$ cat config.mk
export PLATFORM = sky130hd
export DESIGN_NAME = mitchell_pipe
export DESIGN_NICKNAME = d
export VERILOG_FILES = /design/src/rtl/mitchell_pipe.sv
export SDC_FILE = /design/constraint.sdc
export NUM_CORES = 1
export LEC_CHECK = 0
export CAP_MARGIN = 5
export CORE_MARGIN = 8
export CORE_UTILIZATION = 26
export CTS_BUF_LIST = sky130_fd_sc_hd__clkbuf_4 sky130_fd_sc_hd__clkbuf_8 sky130_fd_sc_hd__clkbuf_16
export DETAILED_ROUTE_END_ITERATION = 10
export GPL_ROUTABILITY_DRIVEN = 0
export PLACE_DENSITY = 0.49
export RECOVER_POWER = 50
export SETUP_SLACK_MARGIN = 0.3
export SLEW_MARGIN = 40
export SYNTH_ARGS = -nofsm -noshare
export SYNTH_HDL_FRONTEND = slang
export SYNTH_SLANG_ARGS = --single-unit
$ cat constraint.sdc
create_clock -name clk -period 3.8 [get_ports clk]
set_input_delay 0.38 -clock clk [delete_from_list [all_inputs] [get_ports clk]]
set_output_delay 0.38 -clock clk [all_outputs]
set_load 0.1 [all_outputs]
$ cat src/rtl/mitchell_pipe.sv
// mitchell_pipe: 3-stage Mitchell log-domain approximate multiplier, valid/ready.
// Optional MITCHELL_PERF_EN adds perf_ops / perf_stall counters.
module mitchell_pipe #(
  parameter int A_BW   = 16,
  parameter int B_BW   = 16,
  parameter int FRAC_W = 15
) (
  input  logic                 clk,
  input  logic                 rst,
  input  logic                 in_valid,
  output logic                 in_ready,
  input  logic                 in_signed,
  input  logic [A_BW-1:0]      in_a,
  input  logic [B_BW-1:0]      in_b,
  output logic                 out_valid,
  input  logic                 out_ready,
  output logic [A_BW+B_BW-1:0] out_c
`ifdef MITCHELL_PERF_EN
  ,
  output logic [31:0]          perf_ops,
  output logic [31:0]          perf_stall
`endif
);
  localparam int N  = (A_BW > B_BW) ? A_BW : B_BW;
  localparam int CW = A_BW + B_BW;
  localparam int LW = $clog2(N);
  localparam int EW = $clog2(CW) + 1;
  localparam int PW = CW + FRAC_W + 1;

  logic            r_v1, r_v2, r_v3;
  logic [N-1:0]    r_ma1, r_mb1;
  logic            r_neg1, r_zero1;
  logic            r_neg2, r_zero2;
  logic [EW-1:0]   r_k2;
  logic [FRAC_W:0] r_s2;
  logic [CW-1:0]   r_c3;

  logic w_ld1, w_ld2, w_ld3;
  assign w_ld3    = !r_v3 || out_ready;
  assign w_ld2    = !r_v2 || w_ld3;
  assign w_ld1    = !r_v1 || w_ld2;
  assign in_ready = w_ld1;

  logic            w_sa, w_sb;
  logic [A_BW-1:0] w_ma;
  logic [B_BW-1:0] w_mb;
  assign w_sa = in_signed & in_a[A_BW-1];
  assign w_sb = in_signed & in_b[B_BW-1];
  assign w_ma = w_sa ? -in_a : in_a;
  assign w_mb = w_sb ? -in_b : in_b;

  function automatic logic [LW-1:0] lead_one(input logic [N-1:0] x);
    lead_one = '0;
    for (int i = 0; i < N; i++)
      if (x[i]) lead_one = LW'(i);
  endfunction

  logic [LW-1:0]     w_k1, w_k2;
  logic [N-1:0]      w_n1, w_n2;
  logic [FRAC_W-1:0] w_f1, w_f2;
  assign w_k1 = lead_one(r_ma1);
  assign w_k2 = lead_one(r_mb1);
  // normalise leading one to the msb; fraction is the bits just below it
  assign w_n1 = r_ma1 << (LW'(N - 1) - w_k1);
  assign w_n2 = r_mb1 << (LW'(N - 1) - w_k2);
  assign w_f1 = w_n1[N-2 -: FRAC_W];
  assign w_f2 = w_n2[N-2 -: FRAC_W];

  logic [FRAC_W:0] w_m;
  logic [EW-1:0]   w_e;
  logic [PW-1:0]   w_wide;
  logic [CW-1:0]   w_p;
  assign w_m    = r_s2[FRAC_W] ? r_s2 : {1'b1, r_s2[FRAC_W-1:0]};
  assign w_e    = r_k2 + EW'(r_s2[FRAC_W]);
  assign w_wide = PW'(w_m) << w_e;
  assign w_p    = w_wide[FRAC_W +: CW];

  logic w_unused;
  assign w_unused = ^{w_n1, w_n2, w_wide};

  always_ff @(posedge clk) begin
    if (rst) begin
      r_v1 <= 1'b0;
      r_v2 <= 1'b0;
      r_v3 <= 1'b0;
      r_c3 <= '0;
    end else begin
      if (w_ld1) r_v1 <= in_valid;
      if (w_ld2) r_v2 <= r_v1;
      if (w_ld3) r_v3 <= r_v2;
      if (w_ld3 && r_v2)
        r_c3 <= r_zero2 ? '0 : (r_neg2 ? -w_p : w_p);
    end
  end

  always_ff @(posedge clk) begin
    if (w_ld1 && in_valid) begin
      r_ma1   <= N'(w_ma);
      r_mb1   <= N'(w_mb);
      r_neg1  <= w_sa ^ w_sb;
      r_zero1 <= (w_ma == '0) || (w_mb == '0);
    end
    if (w_ld2 && r_v1) begin
      r_k2    <= EW'(w_k1) + EW'(w_k2);
      r_s2    <= {1'b0, w_f1} + {1'b0, w_f2};
      r_neg2  <= r_neg1;
      r_zero2 <= r_zero1;
    end
  end

  assign out_valid = r_v3;
  assign out_c     = r_c3;

`ifdef MITCHELL_PERF_EN
  logic [31:0] r_ops, r_stall;
  always_ff @(posedge clk) begin
    if (rst) begin
      r_ops   <= '0;
      r_stall <= '0;
    end else begin
      if (r_v3 && out_ready)  r_ops   <= r_ops + 32'd1;
      if (r_v3 && !out_ready) r_stall <= r_stall + 32'd1;
    end
  end
  assign perf_ops   = r_ops;
  assign perf_stall = r_stall;
`endif
endmodule
### After elaboration in Yosys (flattened, before gate mapping)

Cells that the tools add are included.

| storage, ports and cells | value |
|---|---|
| logic and storage cells | 72 |
| bits in registers | 93 |
| output and inout bits | 34 |
| input bits | 37 |

| cells by class | value |
|---|---|
| bitwise gates (word level) | 3 |
| shift operators | 3 |
| reductions and logical operators | 12 |
| multiplexer cells | 34 |
| $add $sub $neg | 8 |

Operators with widths:

| operator | count |
|---|---|
| 4-bit two-way mux | 28 |
| 32-bit two-way mux | 2 |
| 16-bit by 6-bit left shift with 47-bit output | 1 |
| 16-bit zero test | 2 |
| 16-bit two-way mux | 2 |
| 16-bit negation | 2 |
| 32-bit negation | 1 |
| 16-bit by 4-bit left shift with 15-bit output | 2 |
| 15-bit by 15-bit adder with 16-bit output | 1 |
| 4-bit subtractor, first input constant | 2 |
| 6-bit by 1-bit adder with 6-bit output | 1 |
| 4-bit by 4-bit adder with 5-bit output | 1 |
| 1-bit logical OR | 4 |
| 1-bit logical AND | 3 |
| 1-bit zero test | 3 |
| 1-bit bitwise AND | 2 |
| 1-bit two-way mux | 2 |
| 1-bit XOR | 1 |

### Depth between registers and ports, before layout

| logic depth | value |
|---|---|
| depth after elaboration | 18 |
| gate-level depth with buffers | 20 |
| mapped depth without buffers | 19 |

### Worst setup path after synthesis

No wires, ideal clock.

| timing path | value |
|---|---|
| path kind | register to register |
| from | reg r_mb1[1] |
| to | reg r_s2[14] (data pin) |
| required time | 3.542 ns |
| library setup time | 0.258 ns |
| period minus slack after synthesis | 4.141 ns |
| cell stages (with the launch flop) | 21 |
| arrival | 3.883 ns |
| path slack | -0.341 ns |
| cells stage by stage | edfxtp_1 > nor2b_1 > o21bai_1 > a21oi_1 > o21bai_1 > a21oi_1 > o31a_1 > buf_1 > and3_1 > and2_1 > ha_1 > fa_1 > a21o_1 > a21oi_1 > o21bai_1 > a21o_1 > a21oi_1 > o211ai_1 > a31o_2 > a21oi_1 > xnor2_1 |

| on the way | value |
|---|---|
| word-level cells in the longest chain between the ends | 18 |

Ends and longest elaborated chain:

| what | RTL line | text |
|---|---|---|
| start, declared | 31 | `logic [N-1:0] r_ma1, r_mb1;` |
| start signal, assigned | 99 | `r_mb1 <= N'(w_mb);` |
| 1-bit two-way mux | 55 | `if (x[i]) lead_one = LW'(i);` |
| 4-bit two-way mux (14 in a row) | 55 |  |
| 4-bit subtractor | 65 | `assign w_n2 = r_mb1 << (LW'(N - 1) - w_k2);` |
| 16-bit by 4-bit left shift with 15-bit output (*) | 65 |  |
| 15-bit by 15-bit adder with 16-bit output (*) | 105 | `r_s2 <= {1'b0, w_f1} + {1'b0, w_f2};` |
| end signal, assigned | 105 |  |
| end, declared | 35 | `logic [FRAC_W:0] r_s2;` |

Every way passes the cells marked *; elsewhere a longest branch is shown, timed or not.
A chain may end at the register's enable or synchronous reset.

### Worst setup path in the final report

| timing path | value |
|---|---|
| from | reg r_s2[15] |
| to | reg r_c3[19], in the netlist out_c[19] |

| on the way | value |
|---|---|
| word-level cells in the longest chain between the ends | 5 |

Ends and longest elaborated chain:

| what | RTL line | text |
|---|---|---|
| 6-bit by 1-bit adder with 6-bit output (*) | 74 | `assign w_e = r_k2 + EW'(r_s2[FRAC_W]);` |
| 16-bit by 6-bit left shift with 47-bit output (*) | 75 | `assign w_wide = PW'(w_m) << w_e;` |
| 32-bit negation | 92 | `r_c3 <= r_zero2 ? '0 : (r_neg2 ? -w_p : w_p);` |
| 32-bit two-way mux (*) (2 in a row) | 92 |  |
| end signal, assigned | 92 |  |
| end, declared | 36 | `logic [CW-1:0] r_c3;` |

Marks and branches as above.

==> impl_metrics.yaml <==
worst_setup_path:
  worstSetupPathType: "reg2reg"
  endpoint_kind: "flip-flop"
  worstPathArrival_ns: 4.13
  required_ns: 4.05
  startpoint_type: "flip-flop"
  cp_max_fo: 6
synthesis:
  yosys-top-cells-count: "nand2_1 (87), nor2_1 (77), mux2i_1 (61)"
  synth_compound_area_share_pct: 23.9
  synth_cells: 957
  synth_top_area_share_pct: 20.3
  synth_fa_ha_area_share_pct: 4.04
  synth-simple-area-share_pct: 18.0
  synthFlopType: "edfxtp_1"
  synth-edff-count: 57
  synth_top_cells_by_area: "edfxtp_1 (20%), dfxtp_1 (8.3%), mux2i_1 (7.3%), xnor2_1 (5.0%), nand2_1 (3.9%)"
  synth_seq_cells: 92
  synthMuxAreaShare_pct: 13.2
  synth_warnings: 0
  syn-num-nets: 1020
  ys_seq_area_share_pct: 28.6
  synth_top_family_by_area: "compound AO/OA/AOI/OAI gates"
  ys_async_sr_fraction_pct: 0
  synthXorXnorAreaFrac_pct: 8.01
  synth_area_leader_cell: "edfxtp_1"
  synth_area_mm2: 0.00842
  synth_area_per_cell_um2: 8.80
  ys_types: 83
  synth_most_common_cell: "nand2_1"
finish:
  drive_gt1_share_pct: 32.9
  area_growth_pct: 44.0
  multi_input_area_mm2: 0.00644
  fillers: 3292
  final_core_util_pct: 37.7
  final_cell_area_mm2: 0.0121
  seq_area_mm2: 0.00241
  layout.nets: 1277
  antenna_cells: 0
drt:
  dr.pass1.iters: 5
  drc: 0
  drtIter0Drc: 571
  vias_per_cell: 5.13
  ant_nets: 0
  wl_per_cell_um: 16.5
  routed_wl_mm: 26.8
  vias: 8343
clock_network:
  holdBufCountCts: 0
  root_buffer: "clkbuf_16"
  cts_inserted_buffers: 9
  clock_sinks: 92
  clock_latency_ns: 0.36
  cts.reportedPaths.clkPinSlew_ns: 0.07
  cts_buffer_depth: 2
  cts_tree: "done"
  cts.htree.levels: 3
timing:
  post-route-period-util_pct: 102
  grt_setup_unrepaired: "true"
  post-route-min-period_ns: 3.87
  setup_viol: 10
  hold_viol: 0
  slew_violations: 0
  slew-limit-headroom_pct: 20.9
  worst_slew_pin_slew_ns: 1.19
  skew_ns: 0.0131
  max_freq_ghz: 0.258
  setup_ws_ns: -0.0724
floorplan:
  die_w_um: 196
  initial_utilization_pct: 26.1
  die_area_mm2: 0.0384
  core_area_mm2: 0.0322
  num_rows: 66
  die_height_um: 196
  pin_count: 71
worst_hold_path:
  hold_class: "reg2reg"
pwr:
  p_seq_share_pct: 20.9
  p_leak_nw: 4.74
  power_density_mw_per_mm2: 524
  combPwrFrac_pct: 63.5
  p_sw_w: 0.00253
  ir_worst_vdd_mv: 0.261
  swShare_pct: 39.8
  internal_power_w: 0.00383
  clock_power_share_pct: 15.6
  power_w: 0.00635
grt:
  grt_max_degree: 36
  grt_pass1_vias: 8214
  grt_use_total_pct: 13.8
  overflow: 0
  grt_first_pass_wirelength_mm: 43.0
  grt_antenna_before_repair: 0
place:
  dpl_cell_area_mm2: 0.0109
  hpwlAfterDp_mm: 21.1
  port_buffers: 70
run_status:
  violations: "setup timing"
  outcome: "finished, violations left"
job:
  cap_violations: 0
[routing by layer]
layer | share of wire (%) | global-route usage, % | vias to the layer above
li1 | - | - | 4126
met3 | 2.9 | 2.09 | 50
met2 | 51 | 25.0 | 199
met1 | 43 | 16.1 | 3968
met5 | 0 | 0 | -
met4 | 3.0 | 5.33 | 0
[final timing paths]
check,start,to,slack [ns],depth (start not counted)
setup reg to reg,r_s2[15],out_c[19],-0.07,12
hold reg to reg,out_c[27],out_c[27],0.44,2
setup / recovery,r_s2[15],out_c[19],-0.07,12
hold / removal,out_c[27],out_c[27],0.44,2
[stage by stage]
step / setup WS (ns) / setup TNS (ns) / instances / hold slack, ns
after floorplan: 0.0590 / 0 / 957 / 0.400
after global placement: -0.180 / -1.69 / 1556 / 0.433
after detailed placement: -0.196 / -1.81 / 1558 / 0.435
after CTS: -0.0644 / -0.551 / 1609 / 0.444
after global routing: -0.200 / -2.50 / 1627 / 0.472
final: -0.0724 / -0.371 / 1627 / 0.443
[sequential cells by signal, indices dropped and copies added, names as in the netlist]
name / cells
out_c: 32
r_neg2: 1
r_k2: 5
r_ma1: 16
r_zero1: 1
r_mb1: 16
r_v2: 1
r_s2: 16
r_neg1: 1
r_zero2: 1
out_valid: 1
r_v1: 1
[layout make-up]
| class | count | area share (%) |
|---|---|---|
| clock buffers | 11 | 1.98 |
| clock inverters | 5 | 0.691 |
| inverters | 28 | 0.908 |
| multi-input cells | 785 | 53.1 |
| flip-flops and latches | 92 | 19.9 |
| well taps | 408 | 4.21 |
| repair buffers | 298 | 19.2 |
[critical path, stage by stage (launching register included)]
cell and delay, ns:
edfxtp_1 0.42, ha_4 0.33, buf_12 0.13, mux4_2 0.53, mux2i_2 0.25, a21oi_1 0.10, a2111o_1 0.44, or3b_4 0.44
buf_6 0.13, or3_4 0.37, o41ai_4 0.32, xnor2_1 0.15, a22o_1 0.19
[logic make-up (layout without fill, tap and decap cells)]
| family | after synthesis | in the layout |
|---|---|---|
| xor gates and xnor gates | 74 | 75 |
| AOI/OAI and AO/OA | 285 | 285 |
| adders and majority gates | 26 | 26 |
| and+or+nand+nor | 307 | 308 |
| DFF | 92 | 92 |
| buffers and inverters | 82 | 342 |
| muxes | 91 | 91 |
[repair_timing]
item	in CTS	in global routing
gates resized for setup	72	43
pin swaps	54	34
endpoints found under the setup margin	29	35
cloned	3	0
buffers inserted	32	18
endpoints found under the hold margin	0	0
[placed cells by master (no fill, tap or decap), types with 7 or more instances in the layout]
cell	synthesis	layout
buf_4	2	204
nand2_1	87	83
nor2_1	77	74
edfxtp_1	57	57
o21ai_0	55	46
xnor2_1	48	46
a21oi_1	50	44
mux2i_1	61	42
dfxtp_1	35	35
clkbuf_1	34	35
clkdlybuf4s50_1	0	32
inv_1	28	26
xor2_1	24	24
nor3_1	24	20
nand2b_1	16	16
o21ai_1	14	16
mux2i_2	2	15
a22o_1	15	15
mux4_2	14	14
a21o_1	13	13
ha_1	24	13
buf_6	3	13
nor2b_1	13	12
mux2_2	14	12
a22oi_1	13	12
or3_1	11	10
and2_1	18	10
clkbuf_16	0	10
o21bai_1	9	9
nor4_1	9	9
nand3_1	11	9
ha_4	0	9
o31ai_1	13	8
or4_1	8	8
o22ai_1	9	8
o41ai_4	0	8
or2_2	8	7
[power groups by stage]
stage	combinational [W]	clock [W]	sequential, W
after floorplan	0.00202	0	0.00142
after global placement	0.00335	0	0.00134
after detailed placement	0.00334	0	0.00135
after CTS	0.00380	0.00102	0.00133
after global routing	0.00433	0.00106	0.00134
final	0.00404	0.000993	0.00132
(Power assumes the default switching activity.)
